File: config.mk
export PLATFORM = sky130hd
export DESIGN_NAME = dmem_bus_bridge_flat
export DESIGN_NICKNAME = d
export VERILOG_FILES = /design/src/rtl/dmem_bus_if.sv /design/src/rtl/dmem_bus_bridge.sv /design/src/flat_wrapper.sv
export SDC_FILE = /design/constraint.sdc
export NUM_CORES = 1
export LEC_CHECK = 0
export ABC_AREA = 1
export CAP_MARGIN = 20
export CORE_MARGIN = 3
export CORE_UTILIZATION = 48
export DETAILED_ROUTE_END_ITERATION = 12
export PLACE_DENSITY_LB_ADDON = 0.25
export SLEW_MARGIN = 20
export SYNTH_ARGS = -nofsm -noshare
export SYNTH_HDL_FRONTEND = slang
export SYNTH_SLANG_ARGS = --single-unit
export TNS_END_PERCENT = 10
File: constraint.sdc
create_clock -name clk -period 3.3 [get_ports clk]
set_input_delay 0.66 -clock clk [delete_from_list [all_inputs] [get_ports clk]]
set_output_delay 0.66 -clock clk [all_outputs]
set_load 0.005 [all_outputs]
File: src/rtl/dmem_bus_if.sv
// Data-bus bundle between the load/store bridge (master) and the system data bus (slave).
interface dmem_bus_if;
  logic        bus_valid;
  logic        bus_we;
  logic [31:0] bus_addr;
  logic [3:0]  bus_wstrb;
  logic [31:0] bus_wdata;
  logic        bus_ready;
  logic [31:0] bus_rdata;

  modport master (
    output bus_valid, bus_we, bus_addr, bus_wstrb, bus_wdata,
    input  bus_ready, bus_rdata
  );

  modport slave (
    input  bus_valid, bus_we, bus_addr, bus_wstrb, bus_wdata,
    output bus_ready, bus_rdata
  );
endinterface

File: src/rtl/dmem_bus_bridge.sv
// Bridges the core's zero-latency load/store port onto a valid/ready data bus with a wait watchdog.
// Optional macro DMEM_MISALIGN_TRAP_EN: misaligned H/W accesses skip the bus and pulse core_misalign.
module dmem_bus_bridge #(
  parameter int unsigned TIMEOUT   = 255,
  parameter logic [31:0] ERR_RDATA = 32'h0000_0000
) (
  input  logic        clk,
  input  logic        rst_n,
  input  logic        core_re,
  input  logic        core_we,
  input  logic [31:0] core_addr,
  input  logic [31:0] core_wdata,
  input  logic [2:0]  core_funct3,
  output logic [31:0] core_rdata,
  output logic        core_stall,
  output logic        core_err,
  output logic        core_misalign,
  dmem_bus_if.master  bus
);

  // Counter holds completed no-ready cycles; abort fires on the cycle that would make it TIMEOUT.
  localparam int unsigned CNT_W = (TIMEOUT > 32'd1) ? $clog2(TIMEOUT) : 1;
  localparam logic [CNT_W-1:0] CNT_LAST = CNT_W'((TIMEOUT > 32'd0) ? (TIMEOUT - 32'd1) : 32'd0);

  typedef enum logic [1:0] {
    ST_IDLE = 2'd0,
    ST_BUS  = 2'd1,
    ST_DONE = 2'd2
  } state_t;

  state_t            state_r, state_nx;
  logic              stall_s, start_s, trap_s, hit_s, abort_s, misalign_s;
  logic              valid_r, we_r, err_r, mis_r;
  logic [31:0]       addr_r, wdata_r, rdata_r;
  logic [3:0]        strb_r;
  logic [1:0]        lo_r;
  logic [2:0]        f3_r;
  logic [CNT_W-1:0]  cnt_r;

  function automatic logic [3:0] store_strb(input logic [2:0] f3, input logic [1:0] lo);
    case (f3)
      3'b000:  store_strb = 4'b0001 << lo;
      3'b001:  store_strb = 4'b0011 << {lo[1], 1'b0};
      default: store_strb = 4'b1111;
    endcase
  endfunction

  function automatic logic [31:0] store_data(input logic [2:0] f3, input logic [31:0] d);
    case (f3)
      3'b000:  store_data = {4{d[7:0]}};
      3'b001:  store_data = {2{d[15:0]}};
      default: store_data = d;
    endcase
  endfunction

  function automatic logic [31:0] load_format(input logic [31:0] w, input logic [1:0] lo,
                                              input logic [2:0] f3);
    logic [7:0]  b;
    logic [15:0] h;
    b = 8'(w >> {lo, 3'b000});
    h = lo[1] ? w[31:16] : w[15:0];
    case (f3)
      3'b000:  load_format = {{24{b[7]}}, b};
      3'b001:  load_format = {{16{h[15]}}, h};
      3'b100:  load_format = {24'h00_0000, b};
      3'b101:  load_format = {16'h0000, h};
      default: load_format = w;
    endcase
  endfunction

`ifdef DMEM_MISALIGN_TRAP_EN
  // Halfword needs an even address, word needs a word-aligned address.
  always_comb begin
    misalign_s = 1'b0;
    if (core_funct3[1:0] == 2'b01) begin
      misalign_s = core_addr[0];
    end else if (core_funct3 == 3'b010) begin
      misalign_s = |core_addr[1:0];
    end else begin
      misalign_s = 1'b0;
    end
  end
`else
  assign misalign_s = 1'b0;
`endif

  // State register.
  always_ff @(posedge clk or negedge rst_n) begin
    if (!rst_n) begin
      state_r <= ST_IDLE;
    end else begin
      state_r <= state_nx;
    end
  end

  // Next state, stall and per-cycle transfer events.
  always_comb begin
    state_nx = state_r;
    stall_s  = 1'b0;
    start_s  = 1'b0;
    trap_s   = 1'b0;
    hit_s    = 1'b0;
    abort_s  = 1'b0;
    case (state_r)
      ST_IDLE: begin
        stall_s = core_re | core_we;
        if (core_re | core_we) begin
          start_s = 1'b1;
          if (misalign_s) begin
            trap_s   = 1'b1;
            state_nx = ST_DONE;
          end else begin
            state_nx = ST_BUS;
          end
        end else begin
          state_nx = ST_IDLE;
        end
      end
      ST_BUS: begin
        stall_s = 1'b1;
        if (bus.bus_ready) begin
          hit_s    = 1'b1;
          state_nx = ST_DONE;
        end else if ((TIMEOUT != 32'd0) && (cnt_r == CNT_LAST)) begin
          abort_s  = 1'b1;
          state_nx = ST_DONE;
        end else begin
          state_nx = ST_BUS;
        end
      end
      ST_DONE: state_nx = ST_IDLE;
      default: state_nx = ST_IDLE;
    endcase
  end

  // Request capture, watchdog count, read-word capture and status pulses.
  always_ff @(posedge clk or negedge rst_n) begin
    if (!rst_n) begin
      valid_r <= 1'b0;
      we_r    <= 1'b0;
      addr_r  <= 32'h0000_0000;
      strb_r  <= 4'b0000;
      wdata_r <= 32'h0000_0000;
      lo_r    <= 2'b00;
      f3_r    <= 3'b000;
      rdata_r <= 32'h0000_0000;
      cnt_r   <= '0;
      err_r   <= 1'b0;
      mis_r   <= 1'b0;
    end else begin
      valid_r <= (state_nx == ST_BUS);
      err_r   <= abort_s;
      mis_r   <= trap_s;
      if (start_s) begin
        addr_r  <= {core_addr[31:2], 2'b00};
        we_r    <= core_we;
        strb_r  <= core_we ? store_strb(core_funct3, core_addr[1:0]) : 4'b0000;
        wdata_r <= store_data(core_funct3, core_wdata);
        lo_r    <= core_addr[1:0];
        f3_r    <= core_funct3;
        cnt_r   <= '0;
      end else if ((state_r == ST_BUS) && !bus.bus_ready) begin
        cnt_r <= cnt_r + 1'b1;
      end
      if (hit_s && !we_r) begin
        rdata_r <= bus.bus_rdata;
      end
    end
  end

  // Load result is only presented in DONE, and only for loads.
  always_comb begin
    core_rdata = 32'h0000_0000;
    if ((state_r == ST_DONE) && !we_r) begin
      if (err_r) begin
        core_rdata = ERR_RDATA;
      end else if (mis_r) begin
        core_rdata = 32'h0000_0000;
      end else begin
        core_rdata = load_format(rdata_r, lo_r, f3_r);
      end
    end else begin
      core_rdata = 32'h0000_0000;
    end
  end

  assign core_stall    = stall_s;
  assign core_err      = err_r;
  assign core_misalign = mis_r;
  assign bus.bus_valid = valid_r;
  assign bus.bus_we    = we_r;
  assign bus.bus_addr  = addr_r;
  assign bus.bus_wstrb = strb_r;
  assign bus.bus_wdata = wdata_r;

endmodule

File: src/flat_wrapper.sv
// flat-port wrapper written by rule: the top's interface ports become plain ports
module dmem_bus_bridge_flat 
#(
  parameter int unsigned TIMEOUT   = 255,
  parameter logic [31:0] ERR_RDATA = 32'h0000_0000
)
  (clk, rst_n, core_re, core_we, core_addr, core_wdata, core_funct3, core_rdata, core_stall, core_err, core_misalign, bus_bus_valid, bus_bus_we, bus_bus_addr, bus_bus_wstrb, bus_bus_wdata, bus_bus_ready, bus_bus_rdata);
  dmem_bus_if bus_i ();
  input  logic clk;
  input  logic rst_n;
  input  logic core_re;
  input  logic core_we;
  input  logic [31:0] core_addr;
  input  logic [31:0] core_wdata;
  input  logic [2:0] core_funct3;
  output logic [31:0] core_rdata;
  output logic core_stall;
  output logic core_err;
  output logic core_misalign;
  output wire logic [$bits(bus_i.bus_valid)-1:0] bus_bus_valid;
  output wire logic [$bits(bus_i.bus_we)-1:0] bus_bus_we;
  output wire logic [$bits(bus_i.bus_addr)-1:0] bus_bus_addr;
  output wire logic [$bits(bus_i.bus_wstrb)-1:0] bus_bus_wstrb;
  output wire logic [$bits(bus_i.bus_wdata)-1:0] bus_bus_wdata;
  input wire logic [$bits(bus_i.bus_ready)-1:0] bus_bus_ready;
  input wire logic [$bits(bus_i.bus_rdata)-1:0] bus_bus_rdata;
  assign bus_bus_valid = bus_i.bus_valid;
  assign bus_bus_we = bus_i.bus_we;
  assign bus_bus_addr = bus_i.bus_addr;
  assign bus_bus_wstrb = bus_i.bus_wstrb;
  assign bus_bus_wdata = bus_i.bus_wdata;
  assign bus_i.bus_ready = bus_bus_ready;
  assign bus_i.bus_rdata = bus_bus_rdata;
  dmem_bus_bridge #(.TIMEOUT(TIMEOUT), .ERR_RDATA(ERR_RDATA)) u_core (.clk(clk), .rst_n(rst_n), .core_re(core_re), .core_we(core_we), .core_addr(core_addr), .core_wdata(core_wdata), .core_funct3(core_funct3), .core_rdata(core_rdata), .core_stall(core_stall), .core_err(core_err), .core_misalign(core_misalign), .bus(bus_i));
endmodule
==> impl_metrics.csv <==
group,metric,value,unit
sta,min_period,3.15,ns
placement,dpl.hpwl,12000,um
synth,synth.distinct_cells,29,
synth,seq_area_frac_synth,51.0,%
power,power_leakage,0.00400,uW
clocking,ctsResizeCount,0,
floorplan,die_area,13200,sq um
clocking,numCtsBuffers,17,
worst_hold_path,hold_class,"input port to asynchronous set/reset pin",
layout,multiInputGateArea,2350,sq um
layout,nNetsFinal,1034,
grt,gr-total-overflow,0,
flow_run,max-cap-violations,0,
layout,stdcell_area,8400,sq um
power,vdd_drop_max,0.446,mV
layout,antenna_cells,0,
sta,relSlewSlack,45.1,%
grt,grt_max_degree,72,
drt,wl,17000,um
drt,drcViolationCount,0,
layout,regArea,2900,sq um
drt,via_per_inst,5.16,
layout,drive_above_1_share,7.45,%
synth,synth-compound-area-share,12.0,%
clocking,cts_tree,"built",
sta,fin_ws,0.153,ns
layout,post-route-util,73.0,%
floorplan,num_rows,39,
worst_setup_path,ff2ff_path_depth,5,
clocking,cts_max_level,4,
drt,first_iter_violations,354,
floorplan,io_pins,209,
placement,placed_cell_area,7790,sq um
worst_setup_path,worstPathMaxFanout,23,
grt,grt_pass1_vias,5581,
layout,fillers,866,
clocking,cts_sinks,116,
worst_setup_path,cp.arrival,2.49,ns
sta,tns,0,ns
synth,yosysWarnings,0,
placement,portBuffers,205,
worst_setup_path,worstReg2RegStart,"u_core.state_r[0]",
grt,grt.total_usage,26.1,%
placement,place.gp.congestion,0.861,
clocking,cts.path.max_buffers,2,
synth,synth_fa_ha_area_share,0.440,%
clocking,postCtsSetupRepairBufs,0,
drt,ant_nets,0,
drt,dr_total_vias,5582,
floorplan,core,11500,sq um
sta,setup_viol,0,
sta,fin_crit_sh,95.4,%
worst_setup_path,worstSetupPathType,"register to primary output",
synth,synthXorXnorAreaFrac,0,%
sta,worst_hold_slack,0.342,ns
clocking,cts_hold_buf,0,
floorplan,initial_core_util,49.4,%
worst_setup_path,start_kind,"register",
synth,ys_ff_latch,116,
clocking,root_buffer,"clkbuf_16",
sta,worst_pin_slew,0.823,ns
clocking,cts.clk_slew.worst_paths,0.05,ns
sta,fmax,318,MHz
grt,antenna_found_initial,0,
sta,rsz0062_at_grt,"no",
floorplan,die_h,115,um
worst_setup_path,end_kind,"primary output",
worst_setup_path,critPathRequiredTime,2.64,ns
synth,synth_mux_area_share,0,%
grt,grt_pass1_wl,27000,um
worst_setup_path,r2r-end,"u_core.bus.bus_wdata[10]",
run_status,status,"finished, final reports clean",
synth,syn-instance-count,730,
drt,dr.pass1.iters,5,
drt,wl_per_cell,15.7,um
power,p_per_area,892,nW/um^2
sta,hold_viol_final,0,
synth,yosys.area_share.simple,28.7,%
floorplan,die_x,115,um
clocking,clkLatencyLatePin,0.41,ns
sta,skew,0.00435,ns
synth,syn_avg_cell_area,7.79,sq um
synth,synth_top_family_by_area,"simple AND/OR/NAND/NOR gates",
layout,syn2layout_area_growth,47.7,%
placement,place_ws,0.493,ns
sta,finalMaxSlewViolations,0,
worst_setup_path,r2r_slack,1.61,ns
synth,synth.cell_area,5690,sq um
==> kinds of logic (layout without fill, tap and decap cells) <==
kind of cell    after synthesis  in the layout
compound gates              133            133
buf+inv                     101            308
simple gates                377            377
other cells                   1              3
fa+ha+maj                     2              2
flops                       116            116
==> where the power goes <==
group | switching, uW | total, uW | internal (uW)
registers | 459 | 2530 | 2070
logic | 1650 | 3140 | 1490
clock network | 644 | 1820 | 1180
total | 2760 | 7490 | 4740
==> Yosys cell counts, drive strengths merged <==
cell	n	area, sq um
inv	63	236
a31oi	2	12.5
o21a	1	7.51
o21ai	73	365
nor2	104	504
nand2	242	943
nor3	1	5.00
buf	20	135
o211ai	3	22.5
clkbuf	18	67.6
ha	2	25.0
a21oi	54	274
dfrtp	116	2900
nand3b	1	7.51
nand4	3	18.8
nand3	25	148
conb	1	3.75
nor3b	1	7.51
==> worst max-delay path, cell delays in order (launching register included) <==
cell             delay [ns]
dfrtp_1                0.44
inv_4                  0.22
nand2_4                0.14
nor2_4                 0.12
nand3_4                0.15
nand2_4                0.10
nand2_4                0.20
nor2_1                 0.17
clkdlybuf4s50_1        0.52
==> area by class of cell <==
| cell class | count | share of cell area (%) |
|---|---|---|
| Multi-Input combinational cell | 515 | 28.0 |
| Clock buffer | 21 | 5.72 |
| Sequential cell | 116 | 34.5 |
| Clock inverter | 9 | 1.24 |
| Timing Repair Buffer | 215 | 25.5 |
| Inverter | 63 | 2.84 |
| Tap cell | 143 | 2.13 |
==> metal layers <==
layer  vias to the layer above  global-route usage [%]  routed length (um)
met5                         -                       0                   0
met4                         0                    9.00                 300
met3                        26                    10.4                1590
met2                       232                    44.9                8710
met1                      2642                    29.5                6380
li1                       2682                       -                   -
==> flip-flops by register name (all words and copies together), names as in the netlist, 2 cells and up <==
signal                count
u_core.lo_r               2
u_core.bus.bus_wdata     32
u_core.state_r            2
u_core.cnt_r              8
u_core.bus.bus_wstrb      4
u_core.f3_r               3
u_core.rdata_r           32
u_core.bus.bus_addr      30
==> stage by stage <==
step | total power, uW | cells
after CTS | 7490 | 1081
after global routing | 8000 | 1082
after detailed placement | 5620 | 1051
after floorplan | 4060 | 732
after global placement | 5500 | 1051
final | 7490 | 1082
==> how the worst max path moves through the flow <==
| stage | from | to | slack, ns | cells after the start |
|---|---|---|---|---|
| 2_1_floorplan | core_we | core_stall | 1.40 | 5 |
| 3_3_place_gp | u_core.f3_r[1] | core_rdata[18] | 0.59 | 8 |
| 3_5_place_dp | u_core.f3_r[1] | core_rdata[19] | 0.49 | 8 |
| 4_1_cts | u_core.f3_r[1] | core_rdata[16] | 0.04 | 8 |
| 5_1_grt | u_core.f3_r[1] | core_rdata[16] | 0.01 | 8 |
| 6_report | u_core.f3_r[1] | core_rdata[18] | 0.15 | 8 |
==> placed cells by master (no fill, tap or decap) <==
cell type and count:
nand2_1 234, clkdlybuf4s50_1 204, dfrtp_1 116, nor2_1 90, o21ai_0 73, inv_1 60
a21oi_1 53, nand3_1 22, clkbuf_16 17, nor2_4 13, buf_4 10, nand2_2 5
clkbuf_8 4, clkinv_2 4, nand4_1 3, nand2_4 3, o211ai_1 3, conb_1 3
inv_2 2, nand3_2 2, a31oi_1 2, ha_1 2, clkinvlp_4 2, bufinv_16 2
inv_4 1, nand3_4 1, a21oi_2 1, o21a_1 1, nor3_1 1, nor2_8 1
nor3b_1 1, nand3b_1 1, clkinv_4 1, buf_16 1
No activity file was read; power rests on OpenSTA's default activity.
